File: config.mk
export PLATFORM = sky130hd
export DESIGN_NAME = uart_output_flat
export DESIGN_NICKNAME = d
export VERILOG_FILES = /design/src/rtl/uart_output_if.sv /design/src/rtl/uart_output.sv /design/src/flat_wrapper.sv
export SDC_FILE = /design/constraint.sdc
export NUM_CORES = 1
export LEC_CHECK = 0
export CAP_MARGIN = 25
export CORE_MARGIN = 10
export CORE_UTILIZATION = 45
export DETAILED_ROUTE_END_ITERATION = 16
export PLACE_DENSITY = 0.79
export RECOVER_POWER = 25
export SETUP_SLACK_MARGIN = 0.4
export SKIP_LAST_GASP = 1
export SLEW_MARGIN = 20
export SYNTH_ARGS = -nofsm -noshare
export SYNTH_HDL_FRONTEND = slang
export SYNTH_SLANG_ARGS = --single-unit
File: constraint.sdc
create_clock -name clk -period 3.92 [get_ports clk]
set_input_delay 0.588 -clock clk [delete_from_list [all_inputs] [get_ports clk]]
set_output_delay 0.588 -clock clk [all_outputs]
set_load 0.1 [all_outputs]
File: src/rtl/uart_output_if.sv
// uart_output_if: control, memory read port and serial pin of uart_output.
// master drives start/totalSize/read data; slave is the transmitter.
interface uart_output_if #(
   parameter int LineSize = 4
);
   logic                    start;
   logic [31:0]             totalSize;
   logic                    memoryReadEnable;
   logic [31:0]             memoryReadAddr;
   logic [LineSize*8-1:0]   memoryReadValue;
   logic                    uartTx;
   logic                    busy;
   logic                    done;
   logic [31:0]             sentSize;

   modport master (
      output start, totalSize, memoryReadValue,
      input  memoryReadEnable, memoryReadAddr,
      input  uartTx, busy, done, sentSize
   );

   modport slave (
      input  start, totalSize, memoryReadValue,
      output memoryReadEnable, memoryReadAddr,
      output uartTx, busy, done, sentSize
   );
endinterface

File: src/rtl/uart_output.sv
// uart_output: streams memory lines out of a UART pin, 8N1, LSB first.
// Define UART_OUTPUT_PARITY_EN to insert an even-parity bit (8E1).
module uart_output #(
   parameter int BaudRate       = 115200,
   parameter int ClockFrequency = 50000000,
   parameter int LineSize       = 4
) (
   input logic          clk,
   input logic          rst,
   uart_output_if.slave bus
);
   localparam int CyclesPerBit = ClockFrequency / BaudRate;
   localparam int CntW  = $clog2(CyclesPerBit + 1);
   localparam int IdxW  = (LineSize > 1) ? $clog2(LineSize) : 1;
   localparam int LineW = LineSize * 8;

   typedef enum logic [2:0] {
      IDLE, READ, WAIT, START, DATA,
`ifdef UART_OUTPUT_PARITY_EN
      PARITY,
`endif
      STOP, FINISH
   } state_t;

   state_t            state_q, state_d;
   logic [CntW-1:0]   cnt_q, cnt_d;
   logic [2:0]        bit_q, bit_d;
   logic [IdxW-1:0]   idx_q, idx_d;
   logic [31:0]       addr_q, addr_d;
   logic [31:0]       sent_q, sent_d;
   logic [31:0]       total_q, total_d;
   logic [LineW-1:0]  line_q, line_d;
   logic [7:0]        shift_q, shift_d;
`ifdef UART_OUTPUT_PARITY_EN
   logic              par_q, par_d;
`endif
   logic              bit_end;
   logic              tx;

   assign bit_end = (cnt_q == CntW'(CyclesPerBit - 1));

   always_comb begin
      state_d = state_q;
      cnt_d   = '0;
      bit_d   = bit_q;
      idx_d   = idx_q;
      addr_d  = addr_q;
      sent_d  = sent_q;
      total_d = total_q;
      line_d  = line_q;
      shift_d = shift_q;
`ifdef UART_OUTPUT_PARITY_EN
      par_d   = par_q;
`endif
      tx      = 1'b1;
      unique case (state_q)
         IDLE: begin
            if (bus.start) begin
               total_d = bus.totalSize;
               sent_d  = '0;
               addr_d  = '0;
               state_d = (bus.totalSize == 32'd0) ? FINISH : READ;
            end
         end
         READ: state_d = WAIT;
         WAIT: begin
            line_d  = bus.memoryReadValue;
            idx_d   = '0;
            state_d = START;
         end
         START: begin
            tx    = 1'b0;
            cnt_d = bit_end ? '0 : cnt_q + CntW'(1);
            if (bit_end) begin
               shift_d = 8'(line_q >> {idx_q, 3'b000});
               bit_d   = '0;
`ifdef UART_OUTPUT_PARITY_EN
               par_d   = ^shift_d;
`endif
               state_d = DATA;
            end
         end
         DATA: begin
            tx    = shift_q[0];
            cnt_d = bit_end ? '0 : cnt_q + CntW'(1);
            if (bit_end) begin
               shift_d = shift_q >> 1;
               bit_d   = bit_q + 3'd1;
               if (bit_q == 3'd7) begin
`ifdef UART_OUTPUT_PARITY_EN
                  state_d = PARITY;
`else
                  state_d = STOP;
`endif
               end
            end
         end
`ifdef UART_OUTPUT_PARITY_EN
         PARITY: begin
            tx    = par_q;
            cnt_d = bit_end ? '0 : cnt_q + CntW'(1);
            if (bit_end) state_d = STOP;
         end
`endif
         STOP: begin
            cnt_d = bit_end ? '0 : cnt_q + CntW'(1);
            if (bit_end) begin
               sent_d = sent_q + 32'd1;
               // a short last line ends here, its tail bytes stay unsent
               if (sent_d == total_q) begin
                  state_d = FINISH;
               end else if (idx_q == IdxW'(LineSize - 1)) begin
                  addr_d  = addr_q + 32'(LineSize);
                  state_d = READ;
               end else begin
                  idx_d   = idx_q + IdxW'(1);
                  state_d = START;
               end
            end
         end
         FINISH: state_d = IDLE;
         default: state_d = IDLE;
      endcase
   end

   always_ff @(posedge clk) begin
      if (rst) begin
         state_q <= IDLE;
         cnt_q   <= '0;
         bit_q   <= '0;
         idx_q   <= '0;
         addr_q  <= '0;
         sent_q  <= '0;
         total_q <= '0;
         line_q  <= '0;
         shift_q <= '0;
`ifdef UART_OUTPUT_PARITY_EN
         par_q   <= 1'b0;
`endif
      end else begin
         state_q <= state_d;
         cnt_q   <= cnt_d;
         bit_q   <= bit_d;
         idx_q   <= idx_d;
         addr_q  <= addr_d;
         sent_q  <= sent_d;
         total_q <= total_d;
         line_q  <= line_d;
         shift_q <= shift_d;
`ifdef UART_OUTPUT_PARITY_EN
         par_q   <= par_d;
`endif
      end
   end

   assign bus.memoryReadEnable = (state_q == READ);
   assign bus.memoryReadAddr   = addr_q;
   assign bus.uartTx           = tx;
   assign bus.busy             = (state_q != IDLE);
   assign bus.done             = (state_q == FINISH);
   assign bus.sentSize         = sent_q;
endmodule

File: src/flat_wrapper.sv
// flat-port wrapper written by rule: the top's interface ports become plain ports
module uart_output_flat 
#(
   parameter int BaudRate       = 115200,
   parameter int ClockFrequency = 50000000,
   parameter int LineSize       = 4
)
  (clk, rst, bus_start, bus_totalSize, bus_memoryReadValue, bus_memoryReadEnable, bus_memoryReadAddr, bus_uartTx, bus_busy, bus_done, bus_sentSize);
  uart_output_if #(.LineSize(LineSize)) bus_i ();
  input logic clk;
  input logic rst;
  input wire logic [$bits(bus_i.start)-1:0] bus_start;
  input wire logic [$bits(bus_i.totalSize)-1:0] bus_totalSize;
  input wire logic [$bits(bus_i.memoryReadValue)-1:0] bus_memoryReadValue;
  output wire logic [$bits(bus_i.memoryReadEnable)-1:0] bus_memoryReadEnable;
  output wire logic [$bits(bus_i.memoryReadAddr)-1:0] bus_memoryReadAddr;
  output wire logic [$bits(bus_i.uartTx)-1:0] bus_uartTx;
  output wire logic [$bits(bus_i.busy)-1:0] bus_busy;
  output wire logic [$bits(bus_i.done)-1:0] bus_done;
  output wire logic [$bits(bus_i.sentSize)-1:0] bus_sentSize;
  assign bus_i.start = bus_start;
  assign bus_i.totalSize = bus_totalSize;
  assign bus_i.memoryReadValue = bus_memoryReadValue;
  assign bus_memoryReadEnable = bus_i.memoryReadEnable;
  assign bus_memoryReadAddr = bus_i.memoryReadAddr;
  assign bus_uartTx = bus_i.uartTx;
  assign bus_busy = bus_i.busy;
  assign bus_done = bus_i.done;
  assign bus_sentSize = bus_i.sentSize;
  uart_output #(.BaudRate(BaudRate), .ClockFrequency(ClockFrequency), .LineSize(LineSize)) u_core (.clk(clk), .rst(rst), .bus(bus_i));
endmodule
==> impl_results.md <==
* Status: finished, violations left
* Violated checks: capacitance limit, slew limit
* Setup crit end kind: flop
* Mean Syn Cell Area at 7.81 um^2
* Pins Over Slew Limit at 42
* Area grow syn2layout at 25.7%
* Worst-Margin Slew at about 1.7 ns
* P_leak at 3.44 nW
* Synth async-reset ratio at 0%
* Worst Path Buf+Inv at 2
* GRT overflow at 0
* Achievable Freq at 297 MHz
* Antenna Cells at 0
* WP data required at 4.23 ns
* Share of cells above drive strength 1 at 9.28%
* Largest net degree at the start of global routing at 88
* Register bit total from synthesis at between 150 and 200
* I/O pin total at 135
* Number of global-route vias before repair at 7145
* Fin util at 58.1%
* P per Cell Area at 367 nW/um^2
* Detailed Place HPWL at 17200 um
* Post-synth top area share at between 30% and 40%
* Crit path kind: reg -> reg
* Floorplan Core Area at 17400 um^2
* Slowest CP cell: or4_4
* GRT Util Overall at 19.4%
* Normalized max-slew margin at -13.6%
* DRC viols at 0
* Chip height at approximately 150 um
* Vias per cell at 5.72
* Unrepaired setup endpoints after global routing: true
* Post-Synthesis Cells at 1031
* Endpoints failing setup at 0
* # fillers at roughly 1600
* Commonest cells post-synth: nand2_1, dfxtp_1, a21oi_1
* Design Power at 3.71 mW
* CP Data Arrival Time at 3.68 ns
* Initial Utilization at 46.2%
* Num rows at 48
* Crit path largest cell delay at 0.52 ns
* Count leader, synth: nand2_1
* # hold bufs at CTS at 0
* Setup TNS at 0 ns
* Final Net Count at 1204
* Area contributors post-synth: dfxtp_1, nand2_1, a21oi_1
* Total vias in the final route at between 7000 and 8000
* Worst hold path class: reg -> reg
* Largest area contributor in the netlist: dfxtp_1
* Starting DRT DRC Count at 713
* MaxCap Viol Count at 1
* Worst Skew at between 0.01 and 0.015 ns
* Final Hold Fails at 0
* DRT antenna net count at 0
* Crit start category: flop
* DRT Pass-1 Iters at 5
* Post-Route WL at 23800 um
* Post-synth EDFFs at 0
* Clock slew at reported path FFs at 0.07 ns
* Register area at 3060 um^2
* Area of the multi-input gates at about 4600 um^2
* Final worst path period share at 86.0%
* Average wire per standard cell at 17.4 um
* Top FF cell, synth: dfxtp_1
* Clock period minus worst slack at 3.37 ns
* CTS Buf Count at 17
* CP Max Fanout at 33
* Max clock buf depth at 2
* Gpl congestion at 0.968
* Top Family by Delay on Critical Path: simple AND/OR/NAND/NOR gates
* Sequential share of the synthesized area at 37.6%
* Initial antenna violation count at 0
* Die Span X at 154 um
* Netlist cell types at 72
* First-pass GRT wire length at 38400 um
* Die area at 23600 um^2
* Most common cell on crit path: or4_4
* Maximum vdd drop at 0.000297 V
* Skew-Pair Late Insertion Delay at around 0.42 ns
* Max H-tree Level at 4
* CTS tree: yes
* CP cell instances: ha_2, nand4_1, buf_4, or4_4, nor3_4, xnor2_1, or4_4, nor4_4, and3_1, buf_12, a2111oi_0, a21o_1
* Synth warnings at 0
* Synth Cell Area at 8050 um^2
* CTS sink cnt at between 150 and 200
* Clock Tree Root: clkbuf_16
* Buffers on Ports at 132
[state kept, by name (all words and copies together), names as in the netlist]
| name | count |
|---|---|
| u_core.bus.sentSize | 32 |
| u_core.total_q | 32 |
| u_core.shift_q | 8 |
| u_core.bus.memoryReadAddr | 30 |
| u_core.line_q | 32 |
| u_core.idx_q | 2 |
| u_core.bit_q | 3 |
| u_core.state_q | 3 |
| u_core.cnt_q | 9 |
[worst paths after layout]
path	start	endpoint	slack [ns]	cells after the start
setup / recovery	u_core.bus.sentSize[0]$_SDFFE_PP0P_	u_core.idx_q[0]$_SDFFE_PP0P_	0.55	12
hold / removal	u_core.line_q[28]$_SDFFE_PP0P_	u_core.line_q[28]$_SDFFE_PP0P_	0.45	2
setup reg to reg	u_core.bus.sentSize[0]$_SDFFE_PP0P_	u_core.idx_q[0]$_SDFFE_PP0P_	0.55	12
hold reg to reg	u_core.line_q[28]$_SDFFE_PP0P_	u_core.line_q[28]$_SDFFE_PP0P_	0.45	2
[power breakdown]
group          leakage (nW)  switching [mW]  internal [mW]
Sequential             1.24          0.0553           1.59
Combinational          1.94           0.316          0.203
Clock                 0.274           0.669          0.871
[worst register-to-register path, cell delays in order, from the launching register on]
cell and delay [ns]:
dfxtp_4 0.39, ha_2 0.25, nand4_1 0.10, buf_4 0.18, or4_4 0.47, nor3_4 0.16
xnor2_1 0.09, or4_4 0.52, nor4_4 0.31, and3_1 0.26, buf_12 0.19, a2111oi_0 0.10
a21o_1 0.25
[layout by cell type, fill, tap and decap left out, drive strengths merged, types with 6 or more instances in the layout]
master,netlist,routed
xor2,24,24
a21oi,116,116
nand4b,6,6
nor3,33,33
o21ai,38,38
clkinv,0,7
or4,6,6
nor2,75,75
inv,18,21
a31oi,10,10
or3,13,13
clkdlybuf4s50,0,130
nand4,27,27
o41ai,9,9
a211oi,10,10
clkbuf,58,23
and3,19,19
buf,21,25
ha,7,7
nor2b,8,8
dfxtp,151,151
mux4,8,8
and4,12,12
nand2,199,199
mux2i,15,15
a311oi,9,9
and2,9,9
nand3,21,21
xnor2,29,29
nand3b,8,8
nor4,21,21
[through the flow]
stage               hold WS (ns)  area, um^2  cells  worst slack [ns]
floorplan                  0.433        8090   1032             0.402
global placement           0.442        9530   1334             0.463
detailed placement         0.444        9530   1334             0.380
CTS                        0.453       10100   1367             0.487
global route               0.477       10100   1367             0.228
finish                     0.452       10100   1367             0.549
[layer usage]
layer	vias up	GRT usage [%]	wire length, um
met4	0	4.18	190
met2	257	29.1	10700
met3	15	5.69	1930
li1	3872	-	-
met5	-	0	0
met1	3673	26.9	11000
[area by class of cell]
cell class / count / area share [%]
multi-input cells: 784 / 45.8
flip-flops and latches: 151 / 30.2
repair buffers: 158 / 15.0
clock buffers: 20 / 4.63
well taps: 225 / 2.78
clock inverters: 11 / 0.891
inverters: 18 / 0.668
[what timing repair did]
item	in CTS	in global routing
pin swaps	1	1
gates resized for setup	0	5
setup endpoints to repair	7	15
buffers inserted	2	0
[cells by family (layout without fill, tap and decap cells)]
logic type,after synthesis,in the layout,share of synthesized area (%)
simple gates,470,470,29.0
compound gates,229,229,17.1
flops,151,151,37.6
buf+inv,97,207,5.32
xor+xnor,53,53,5.77
mux,23,23,4.10
fa+ha+maj,7,7,1.09
other cells,1,2,0.0466
Note: power is estimated with default switching activity, not from simulation.
